--- config.mk ---
export PLATFORM = sky130hd
export DESIGN_NAME = truth_table_scanner
export DESIGN_NICKNAME = d
export VERILOG_FILES = /design/src/rtl/tts_pkg.sv /design/src/rtl/tts_settle_timer.sv /design/src/rtl/truth_table_scanner.sv
export SDC_FILE = /design/constraint.sdc
export NUM_CORES = 1
export LEC_CHECK = 0
export BUFFER_PORTS_ARGS = -buffer_cell sky130_fd_sc_hd__buf_2
export CAP_MARGIN = 20
export CORE_ASPECT_RATIO = 1.1
export CORE_MARGIN = 1
export CORE_UTILIZATION = 46
export CTS_CLUSTER_SIZE = 10
export DETAILED_ROUTE_END_ITERATION = 6
export PLACE_DENSITY = 0.67
export SLEW_MARGIN = 20
export SYNTH_ARGS = -nofsm -noshare
export SYNTH_HDL_FRONTEND = slang
export SYNTH_SLANG_ARGS = --single-unit
--- constraint.sdc ---
create_clock -name clk -period 3.3 [get_ports clk]
set_clock_uncertainty 0.05 [all_clocks]
set_input_delay 0.66 -clock clk [delete_from_list [all_inputs] [get_ports clk]]
set_output_delay 0.66 -clock clk [all_outputs]
set_load 0.02 [all_outputs]
--- src/rtl/tts_pkg.sv ---
// Shared types and helpers for the truth-table scanner.
package tts_pkg;

  // Width of the settle down-counter; holds SETTLE values up to 15.
  localparam int SETTLE_W = 4;

  typedef enum logic [1:0] {
    ST_IDLE   = 2'd0,
    ST_SETTLE = 2'd1,
    ST_SAMPLE = 2'd2,
    ST_DONE   = 2'd3
  } tts_state_t;

  // Number of truth-table entries for an n-input block.
  function automatic int table_w(input int n);
    return 1 << n;
  endfunction

endpackage

--- src/rtl/tts_settle_timer.sv ---
// Loadable down-counter; tc flags the final enabled cycle of a settle window.
module tts_settle_timer
  import tts_pkg::*;
(
  input  logic                clk,
  input  logic                rst_n,
  input  logic                load,
  input  logic [SETTLE_W-1:0] load_val,
  input  logic                en,
  output logic                tc
);

  logic [SETTLE_W-1:0] count_q;
  logic [SETTLE_W-1:0] count_d;

  // Load wins over decrement; the counter parks at zero.
  always_comb begin
    count_d = count_q;
    if (load) begin
      count_d = load_val;
    end else if (en && (count_q != '0)) begin
      count_d = count_q - SETTLE_W'(1);
    end
  end

  assign tc = en && (count_q == '0);

  // Counter register.
  always_ff @(posedge clk or negedge rst_n) begin
    if (!rst_n) begin
      count_q <= '0;
    end else begin
      count_q <= count_d;
    end
  end

endmodule

--- src/rtl/truth_table_scanner.sv ---
// Sweeps all input codes of a downstream combinational block, captures its
// truth table, counts ones and compares against a golden mask.
//
// state  | meaning
// -------+-------------------------------------------------------------
// IDLE   | vec_out=0, waiting for start
// SETTLE | holding vec_out while the downstream block settles
// SAMPLE | capturing r_in into the shadow table, advancing the code
// DONE   | publishing table, count and match; pulses done next cycle
module truth_table_scanner
  import tts_pkg::*;
#(
  parameter int N_IN   = 5,
  parameter int SETTLE = 2
) (
  input  logic                     clk,
  input  logic                     rst_n,
  input  logic                     start,
  input  logic                     abort,
  input  logic [table_w(N_IN)-1:0] expected,
  input  logic                     r_in,
  output logic [N_IN-1:0]          vec_out,
  output logic                     busy,
  output logic                     done,
  output logic [table_w(N_IN)-1:0] table_out,
  output logic [N_IN:0]            ones_cnt,
  output logic                     match
);

  localparam int TW = table_w(N_IN);
  localparam int CW = N_IN + 1;
  localparam logic [SETTLE_W-1:0] SETTLE_LOAD = SETTLE_W'(SETTLE - 1);

  tts_state_t    state_q,  state_d;
  logic [N_IN-1:0] vec_q,  vec_d;
  logic [TW-1:0] shadow_q, shadow_d;
  logic [TW-1:0] exp_q,    exp_d;
  logic [CW-1:0] cnt_q,    cnt_d;
  logic [TW-1:0] table_q,  table_d;
  logic [CW-1:0] ones_q,   ones_d;
  logic          match_q,  match_d;
  logic          done_q,   done_d;

  logic tmr_load;
  logic tmr_en;
  logic tmr_tc;

  tts_settle_timer u_settle_timer (
    .clk      (clk),
    .rst_n    (rst_n),
    .load     (tmr_load),
    .load_val (SETTLE_LOAD),
    .en       (tmr_en),
    .tc       (tmr_tc)
  );

  // Next-state, datapath updates and timer control.
  always_comb begin
    state_d  = state_q;
    vec_d    = vec_q;
    shadow_d = shadow_q;
    exp_d    = exp_q;
    cnt_d    = cnt_q;
    table_d  = table_q;
    ones_d   = ones_q;
    match_d  = match_q;
    done_d   = 1'b0;
    tmr_load = 1'b0;
    tmr_en   = 1'b0;

    unique case (state_q)
      ST_IDLE: begin
        vec_d = '0;
        if (start) begin
          exp_d    = expected;
          shadow_d = '0;
          cnt_d    = '0;
          tmr_load = 1'b1;
          state_d  = ST_SETTLE;
        end
      end
      ST_SETTLE: begin
        if (abort) begin
          vec_d   = '0;
          state_d = ST_IDLE;
        end else begin
          tmr_en = 1'b1;
          if (tmr_tc) begin
            state_d = ST_SAMPLE;
          end
        end
      end
      ST_SAMPLE: begin
        // Abort suppresses the write so a cancelled scan leaves no trace.
        if (abort) begin
          vec_d   = '0;
          state_d = ST_IDLE;
        end else begin
          shadow_d[vec_q] = r_in;
          cnt_d           = cnt_q + CW'(r_in);
          if (&vec_q) begin
            state_d = ST_DONE;
          end else begin
            vec_d    = vec_q + N_IN'(1);
            tmr_load = 1'b1;
            state_d  = ST_SETTLE;
          end
        end
      end
      ST_DONE: begin
        table_d = shadow_q;
        ones_d  = cnt_q;
        match_d = (shadow_q == exp_q);
        done_d  = 1'b1;
        vec_d   = '0;
        state_d = ST_IDLE;
      end
      default: begin
        vec_d   = '0;
        state_d = ST_IDLE;
      end
    endcase
  end

  // State and datapath registers.
  always_ff @(posedge clk or negedge rst_n) begin
    if (!rst_n) begin
      state_q  <= ST_IDLE;
      vec_q    <= '0;
      shadow_q <= '0;
      exp_q    <= '0;
      cnt_q    <= '0;
      table_q  <= '0;
      ones_q   <= '0;
      match_q  <= 1'b0;
      done_q   <= 1'b0;
    end else begin
      state_q  <= state_d;
      vec_q    <= vec_d;
      shadow_q <= shadow_d;
      exp_q    <= exp_d;
      cnt_q    <= cnt_d;
      table_q  <= table_d;
      ones_q   <= ones_d;
      match_q  <= match_d;
      done_q   <= done_d;
    end
  end

  // busy drops as DONE hands over to IDLE, the same cycle done is high.
  assign busy      = (state_q != ST_IDLE);
  assign vec_out   = vec_q;
  assign done      = done_q;
  assign table_out = table_q;
  assign ones_cnt  = ones_q;
  assign match     = match_q;

endmodule
==> results of run 1 <==
-- layer usage --
metal | share of wire | vias to the layer above | wire [um]
met5 | 0 | - | 0
met4 | 0.016 | 0 | 198
met3 | 0.057 | 17 | 706
met2 | 0.49 | 124 | 6132
met1 | 0.43 | 1951 | 5406
li1 | - | 1798 | -
-- cell usage after synthesis (2+ instances only) --
| library cell | instances |
|---|---|
| nand3_1 | 8 |
| nor3_1 | 9 |
| nand2b_4 | 2 |
| clkbuf_1 | 9 |
| buf_4 | 3 |
| mux2_2 | 70 |
| a32oi_1 | 2 |
| a21oi_1 | 37 |
| and3_1 | 5 |
| clkbuf_2 | 2 |
| o21ai_1 | 2 |
| inv_1 | 8 |
| nand4_1 | 5 |
| dfrtp_1 | 121 |
| o21ai_0 | 66 |
| nand2b_1 | 3 |
| xnor2_1 | 17 |
| xor2_1 | 21 |
| nor4_1 | 5 |
| or3_1 | 3 |
| nor2_1 | 14 |
| ha_1 | 8 |
| buf_2 | 7 |
| nand2_1 | 17 |
| buf_6 | 3 |
-- stage by stage --
stage,cell area (um2),worst slack [ns],std cells,hold slack (ns),total power (W)
finish,6594,0.9405,705,0.2605,0.005056
global route,6594,0.7851,705,0.3147,0.005300
CTS,6594,0.9839,705,0.2907,0.005104
detailed placement,5949,0.8434,673,0.4406,0.003077
global placement,5949,0.9460,673,0.4362,0.003020
floorplan,5459,1.200,462,0.3144,0.002802
-- logic make-up (layout without fill, tap and decap cells) --
logic type	Yosys count	in the layout	share of synthesized area
flops	121	121	0.5547
compound gates	114	114	0.1121
simple gates	78	78	0.07862
mux	70	70	0.1444
xor+xnor	38	38	0.06097
buf+inv	33	126	0.03094
fa+ha+maj	8	8	0.01834
-- power by group --
group | total (W) | internal, W | switching [W]
clock network | 0.00201 | 0.00136 | 0.000658
logic | 0.00109 | 0.000511 | 0.000583
registers | 0.00195 | 0.00175 | 0.000203
-- final cells by class --
class	instances	area (um2)
flip-flops and latches	121	3028
repair buffers	85	435.4
fillers	986	4897
clock inverters	12	197.7
inverters	9	33.78
well taps	150	187.7
multi-input cells	308	2265
clock buffers	20	446.7
-- critical path, stage by stage (launching register included) --
cell	delay [ns]
dfrtp_1	0.46
ha_1	0.39
and3_1	0.29
ha_1	0.30
inv_1	0.12
o21ai_0	0.42
nor3b_1	0.24
-- sequential cells by signal, summed over array words and instances, names as in the netlist --
| register | count |
|---|---|
| table_out | 32 |
| cnt_q | 6 |
| done | 1 |
| ones_cnt | 6 |
| state_q | 2 |
| u_settle_timer.count_q | 4 |
| match | 1 |
| shadow_q | 32 |
| exp_q | 32 |
| vec_out | 5 |
-- cells in the final DEF, fill, tap and decap left out, types with 3 or more instances in the layout --
cell and count:
clkbuf_16 17, nand4_1 5, nand2_1 16, and3_1 5, nor4_1 5, or3_1 3, xor2_1 21, nor2_1 14
a21oi_1 37, nor3_1 9, dfrtp_1 121, mux2_2 70, buf_4 4, ha_1 8, nand2b_1 3, xnor2_1 17
nand3_1 8, bufinv_16 5, inv_1 8, o21ai_0 66, clkinv_2 3, buf_2 81
-- worst max path at each step --
stage | startpoint | end | cells past startpoint
after floorplan | vec_out[1] | state_q[1] | 7
after global routing | vec_out[0] | state_q[1] | 6
after global placement | abort | cnt_q[5] | 6
final | vec_out[0] | state_q[1] | 6
after CTS | state_q[1] | busy | 2
after detailed placement | abort | cnt_q[5] | 6
==> flow_summary.yaml, run 1 <==
run_status:
  status: "finished clean"
place:
  hpwl_mm: 8.447
  io_buffers: 82
  routabilityCongestion: 0.7819
job:
  drv_cap: 0
route:
  drtAntennaViolNets: 0
  drt-total-wl_mm: 12.44
  vias: 3890
  wire_per_inst_um: 17.65
  drc_errors: 0
  viasPerCell: 5.518
  firstDrtPassIters: 5
  drt-initial-drc-count: 230
yosys:
  synthArstFlopShare: 1.000
  yosysSeqAreaShare: 0.5547
  synth_cell_types: 40
  yosysWarningCount: 0
  yosys.area.top_type: "dfrtp_1"
  ys_ff_latch: 121
  synth_area_per_cell_um2: 11.82
  synthCells: 462
  mappedNetlistArea_mm2: 0.005459
  synth_top_area_frac: 0.5547
  synthTopCellsByArea: "dfrtp_1 (55%), mux2_2 (14%), o21ai_0 (6.1%)"
  synth_nets: 507
  synth_edf_count: 0
  synth_ff_type: "dfrtp_1"
final_layout:
  final_net_count: 587
  finish.utilization: 0.5738
  area_delta_synth_final_pct: 20.79
  antenna_cells: 0
  drive_gt1_frac: 0.3441
floorplan:
  rows: 41
  start_util: 0.4751
  die_x_um: 105.9
  design.core.area_mm2: 0.01149
  die_area_mm2: 0.01231
  die_h_um: 116.3
  io_pins: 83
setup_path:
  worstPathArrival_ns: 2.64
  critPathRequiredTime_ns: 3.58
  cp_max_fo: 10
  r2r_setup_slack_ns: 0.94
  crit_type: "register to register"
  r2r-end: "state_q[1]"
  reg2reg_from: "vec_out[0]"
  start_kind: "register"
  endpoint_kind: "register"
  ff2ff_path_depth: 6
clocking:
  cts.path.max_buffers: 2
  root_buffer: "clkbuf_16"
  cts_tree: "built"
  htree_levels: 4
  clock_latency_ns: 0.42
  post_cts_resize_count: 0
  clkTransAtPathRegs_ns: 0.06
  cts_made_buffers: 17
  cts_setup_buffers: 0
  clkSinkCount: 121
  hold_buffers: 0
global_route:
  antenna_found_initial: 0
  grt_max_degree: 63
  overflow: 0
  grtUsageMet3: 0.05246
  met2_usage: 0.3647
  grt_pass1_vias: 4017
  top_usage_layer: "met2"
  use_met1: 0.2851
  grt_pass1_wl_mm: 20.76
  grt_usage: 0.2236
timing:
  min_period_ns: 2.360
  final_max_slew_viol_count: 0
  timing.fmax_mhz: 423.8
  rsz0062_at_grt: "no"
  fin_tns_setup_ns: 0
  finalHoldViolations: 0
  min_period_over_period: 0.7150
  worst_pin_slew_ns: 1.010
  setup-violations-final: 0
  relSlewSlack: 0.3268
power:
  vdd_drop_max_v: 0.0005448
  p_leak_nw: 3.238
  power_density_mw_per_mm2: 766.8
min_path:
  hp-class: "input pin to asynchronous set/reset pin"
Power figures use the tool's default switching activity.
==> run 2: changes to the inputs <==
--- a/config.mk
+++ b/config.mk
@@ -12,7 +12,7 @@
 export CORE_UTILIZATION = 46
 export CTS_CLUSTER_SIZE = 10
 export DETAILED_ROUTE_END_ITERATION = 6
-export PLACE_DENSITY = 0.67
+export PLACE_DENSITY = 0.69
 export SLEW_MARGIN = 20
 export SYNTH_ARGS = -nofsm -noshare
 export SYNTH_HDL_FRONTEND = slang
==> constraint.sdc (replaced) <==
create_clock -name clk -period 2 [get_ports clk]
set_clock_uncertainty 0.05 [all_clocks]
set_input_delay 0.4 -clock clk [delete_from_list [all_inputs] [get_ports clk]]
set_output_delay 0.4 -clock clk [all_outputs]
set_load 0.02 [all_outputs]
==> flow_summary.yaml, run 2 (synthesized netlist as in run 1, its figures left out) <==
place:
  io_buffers: 82
  hpwl_mm: 8.625
  routabilityCongestion: 0.8314
  pre_cts_slack_ns: 0.04468
setup_path:
  endpoint_kind: "output port"
  cp_max_fo: 4
  critPathRequiredTime_ns: 1.55
  crit_type: "register to output port"
  r2r_setup_slack_ns: 0.19
  critPathSlowestCell: "or2_0"
  start_kind: "register"
  crit_path_max_incr_delay_ns: 0.43
  crit_chain: "or2_0 -> buf_2"
  worstPathArrival_ns: 1.46
clocking:
  clock_latency_ns: 0.42
  clkTransAtPathRegs_ns: 0.06
  clkSinkCount: 121
  htree_levels: 4
  root_buffer: "clkbuf_16"
  cts_made_buffers: 17
  cts_tree: "built"
  cts.path.max_buffers: 2
  cts_setup_buffers: 0
route:
  drtAntennaViolNets: 0
  drt-initial-drc-count: 264
  viasPerCell: 5.467
  wire_per_inst_um: 17.23
  vias: 3942
  drc_errors: 0
  firstDrtPassIters: 4
  drt-total-wl_mm: 12.43
run_status:
  status: "finished clean"
floorplan:
  start_util: 0.4751
  die_area_mm2: 0.01231
  die_x_um: 105.9
  rows: 41
  die_h_um: 116.3
  design.core.area_mm2: 0.01149
  io_pins: 83
power:
  pwr-share-seq: 0.403
  p_clk_frac: 0.350
  internal-power_w: 0.005548
  power_density_mw_per_mm2: 1186
  power_w: 0.007916
  switching_share: 0.2990
  combPwrFrac: 0.247
  p_switching_w: 0.002367
  vdd_drop_max_v: 0.0009207
  p_leak_nw: 3.287
final_layout:
  antenna_cells: 0
  layout_common_cells: "dfrtp_1 (119), buf_2 (81), mux2_2 (70)"
  drive_gt1_frac: 0.3695
  layout_commonest_cell: "dfrtp_1"
  final_net_count: 603
  nFillCells: 971
  area_delta_synth_final_pct: 22.30
global_route:
  grt_pass1_wl_mm: 20.38
  grt_usage: 0.2206
  overflow: 0
  antenna_found_initial: 0
  grt_pass1_vias: 3989
  grt_max_degree: 46
timing:
  timing.fmax_mhz: 522.5
  finalHoldViolations: 0
  final_max_slew_viol_count: 0
  worst_pin_slew_ns: 0.5175
  min_period_over_period: 0.9569
  min_period_ns: 1.914
  worst_slack_ns: 0.08624
  relSlewSlack: 0.6550
  setup-violations-final: 0
  rsz0062_at_grt: "no"
  fin_tns_setup_ns: 0
job:
  drv_cap: 0
min_path:
  hp-class: "input pin to register"
run 2: cell type report:
type	count	area (um2)	area share
sequential	121	3030	0.4539
timing repair buffer	101	595.6	0.08921
clock buffer	24	501.7	0.07515
clock inverter	8	45.04	0.006747
multi-input combinational	308	2282	0.3418
inverter	9	33.78	0.005060
tap	150	187.7	0.02811
run 2: worst paths after layout:
path                            cells past startpoint           from       endpoint
max in group asynchronous                           3          rst_n     vec_out[1]
worst min-delay path                                2    expected[7]       exp_q[7]
worst min register to register                      1  table_out[14]  table_out[14]
min in group asynchronous                           2          rst_n      exp_q[25]
worst max-delay path                                2     state_q[1]           busy
worst max register to register                      7     vec_out[1]     vec_out[3]
run 2: metal layers:
metal  vias to the layer above  GRT usage  routed length, um  part of all wire
met3                        16    0.05859                633             0.051
met4                         0    0.08796                223             0.018
met5                         -          0                  0                 0
met2                       134     0.3638               5998              0.48
li1                       1830          -                  -                 -
met1                      1962     0.2794               5570              0.45
run 2: power by group through the flow:
stage	Clock [W]	Combinational, W	Sequential [W]
final	0.00277	0.00196	0.00319
after global routing	0.00295	0.00214	0.00325
after CTS	0.00283	0.00197	0.00319
after detailed placement	0	0.00196	0.00323
after global placement	0	0.00191	0.00320
after floorplan	0	0.00142	0.00321
run 2: metrics by stage:
step / cell area (um2) / hold slack [ns] / std cells / utilization
after CTS: 6661 / 0.1498 / 721 / 0.5797
final: 6676 / 0.1627 / 721 / 0.5810
after global placement: 6105 / 0.3425 / 688 / 0.5313
after detailed placement: 6105 / 0.3354 / 688 / 0.5313
after global routing: 6676 / 0.1552 / 721 / 0.5810
after floorplan: 5466 / 0.05441 / 462 / -
run 2: what timing repair did:
item	4_1_cts	5_1_grt
resized for setup	0	3
endpoints found under the setup margin	0	6
hold buffers	1	0
endpoints found under the hold margin	32	0
run 2: worst max-delay path, delay by kind of cell (launching register included):
family	cells	cell delay (ns)
simple gates	1	0.43
flops	1	0.35
buf+inv	1	0.26
==> run 3: changes to the inputs <==
--- a/config.mk
+++ b/config.mk
@@ -5,14 +5,13 @@
 export SDC_FILE = /design/constraint.sdc
 export NUM_CORES = 1
 export LEC_CHECK = 0
-export BUFFER_PORTS_ARGS = -buffer_cell sky130_fd_sc_hd__buf_2
 export CAP_MARGIN = 20
 export CORE_ASPECT_RATIO = 1.1
 export CORE_MARGIN = 1
 export CORE_UTILIZATION = 46
 export CTS_CLUSTER_SIZE = 10
 export DETAILED_ROUTE_END_ITERATION = 6
-export PLACE_DENSITY = 0.69
+export DONT_BUFFER_PORTS = 1
 export SLEW_MARGIN = 20
 export SYNTH_ARGS = -nofsm -noshare
 export SYNTH_HDL_FRONTEND = slang
==> flow_summary.yaml, run 3 (synthesized netlist as in run 1, its figures left out) <==
timing:
  timing.fmax_mhz: 545.3
  fin_tns_setup_ns: 0
  relSlewSlack: 0.6612
  min_period_ns: 1.834
  min_period_over_period: 0.9169
  rsz0062_at_grt: "no"
  setup-violations-final: 0
  worst_pin_slew_ns: 0.5036
  final_max_slew_viol_count: 0
  finalHoldViolations: 121
  hold_ws_ns: -0.3709
clocking:
  clkTransAtPathRegs_ns: 0.06
  hold_buffers: 1
  cts_tree: "built"
  clkSinkCount: 121
  clock_latency_ns: 0.42
  cts_setup_buffers: 0
  htree_levels: 4
  cts_made_buffers: 17
  cts.path.max_buffers: 2
  root_buffer: "clkbuf_16"
final_layout:
  nFillCells: 974
  layout_commonest_cell: "dfrtp_1"
  layout_common_cells: "dfrtp_1 (119), mux2_2 (70), o21ai_0 (65)"
  final_net_count: 521
  antenna_cells: 0
  drive_gt1_frac: 0.2638
  area_delta_synth_final_pct: 15.10
setup_path:
  crit_chain: "or2_0 -> buf_4"
  r2r_setup_slack_ns: 0.20
  critPathSlowestCell: "dfrtp_1"
  crit_type: "register to output port"
  crit_path_max_incr_delay_ns: 0.41
  start_kind: "register"
  worstPathArrival_ns: 1.38
  endpoint_kind: "output port"
  path_buf_inv: 1
  critPathRequiredTime_ns: 1.55
  cp_max_fo: 5
  cp_top_family: "flip-flops"
power:
  internal-power_w: 0.005760
  switching_share: 0.2855
  p_leak_nw: 2.906
  vdd_drop_max_v: 0.0008149
  pwr-share-seq: 0.399
  combPwrFrac: 0.226
  power_density_mw_per_mm2: 1283
  p_switching_w: 0.002301
  p_clk_frac: 0.375
route:
  wire_per_inst_um: 19.29
  drt-initial-drc-count: 192
  vias: 3551
  drtAntennaViolNets: 0
  viasPerCell: 5.557
  firstDrtPassIters: 4
  drc_errors: 0
  drt-total-wl_mm: 12.33
min_path:
  hp-class: "input pin to asynchronous set/reset pin"
place:
  io_buffers: 0
  hpwl_mm: 8.358
  routabilityCongestion: 0.7653
floorplan:
  rows: 41
  io_pins: 83
  die_x_um: 105.9
  die_h_um: 116.3
  design.core.area_mm2: 0.01149
  start_util: 0.4751
  die_area_mm2: 0.01231
run_status:
  violations: "negative hold slack"
  status: "finished with violations"
global_route:
  grt_pass1_wl_mm: 20.00
  grt_pass1_vias: 3702
  grt_max_degree: 122
  antenna_found_initial: 0
  overflow: 0
  grt_usage: 0.2188
job:
  drv_cap: 0
-- run 3: stage by stage --
stage	total power (W)	utilization	setup slack, ns	instances	instance area [um2]
finish	0.008061	0.5468	0.1662	639	6284
global route	0.008473	0.5468	0.05394	639	6284
CTS	0.008161	0.5459	0.04516	639	6274
detailed placement	0.005081	0.4934	0.04914	606	5669
global placement	0.005027	0.4934	0.1825	606	5669
floorplan	0.004626	-	0.001739	462	5466
-- run 3: metal layers --
metal	vias to the layer above	global-route usage	share of wire
met1	1772	0.2883	0.45
met5	-	0	0
met3	17	0.07422	0.061
li1	1667	-	-
met4	0	0.09815	0.017
met2	95	0.3294	0.47
-- run 3: cell type report --
| cell class | count | area [um2] | share of cell area |
|---|---|---|---|
| flip-flops and latches | 121 | 3030 | 0.4823 |
| clock buffers | 24 | 501.7 | 0.07985 |
| clock inverters | 8 | 92.59 | 0.01474 |
| multi-input cells | 308 | 2280 | 0.3628 |
| inverters | 9 | 33.78 | 0.005376 |
| repair buffers | 19 | 157.7 | 0.02509 |
| well taps | 150 | 187.7 | 0.02987 |
-- run 3: worst register-to-register path, stage by stage, from the launching register on --
cell     delay (ns)
dfrtp_2        0.40
ha_1           0.21
and3_1         0.23
ha_2           0.24
nor3_2         0.19
o21ai_0        0.09
a22oi_1        0.20
nor2_1         0.06
-- run 3: final timing paths --
check,from,to,cells past startpoint
setup / recovery,state_q[1],busy,2
hold / removal,rst_n,done,0
setup reg to reg,vec_out[0],vec_out[3],7
hold reg to reg,cnt_q[0],cnt_q[0],2
max in group asynchronous,rst_n,table_out[6],0
min in group clk,expected[31],exp_q[31],1
-- run 3: power by group through the flow --
| stage | Clock (W) | Sequential, W | Combinational (W) |
|---|---|---|---|
| 4_1_cts | 0.00310 | 0.00322 | 0.00184 |
| 2_1_floorplan | 0 | 0.00321 | 0.00142 |
| 6_report | 0.00302 | 0.00321 | 0.00182 |
| 3_5_place_dp | 0 | 0.00326 | 0.00182 |
| 3_3_place_gp | 0 | 0.00324 | 0.00179 |
| 5_1_grt | 0.00320 | 0.00327 | 0.00200 |
-- run 3: timing repair --
action | 4_1_cts | 5_1_grt
setup endpoints to repair | 0 | 6
hold endpoints to repair | 127 | 121
gates resized for setup | 0 | 2
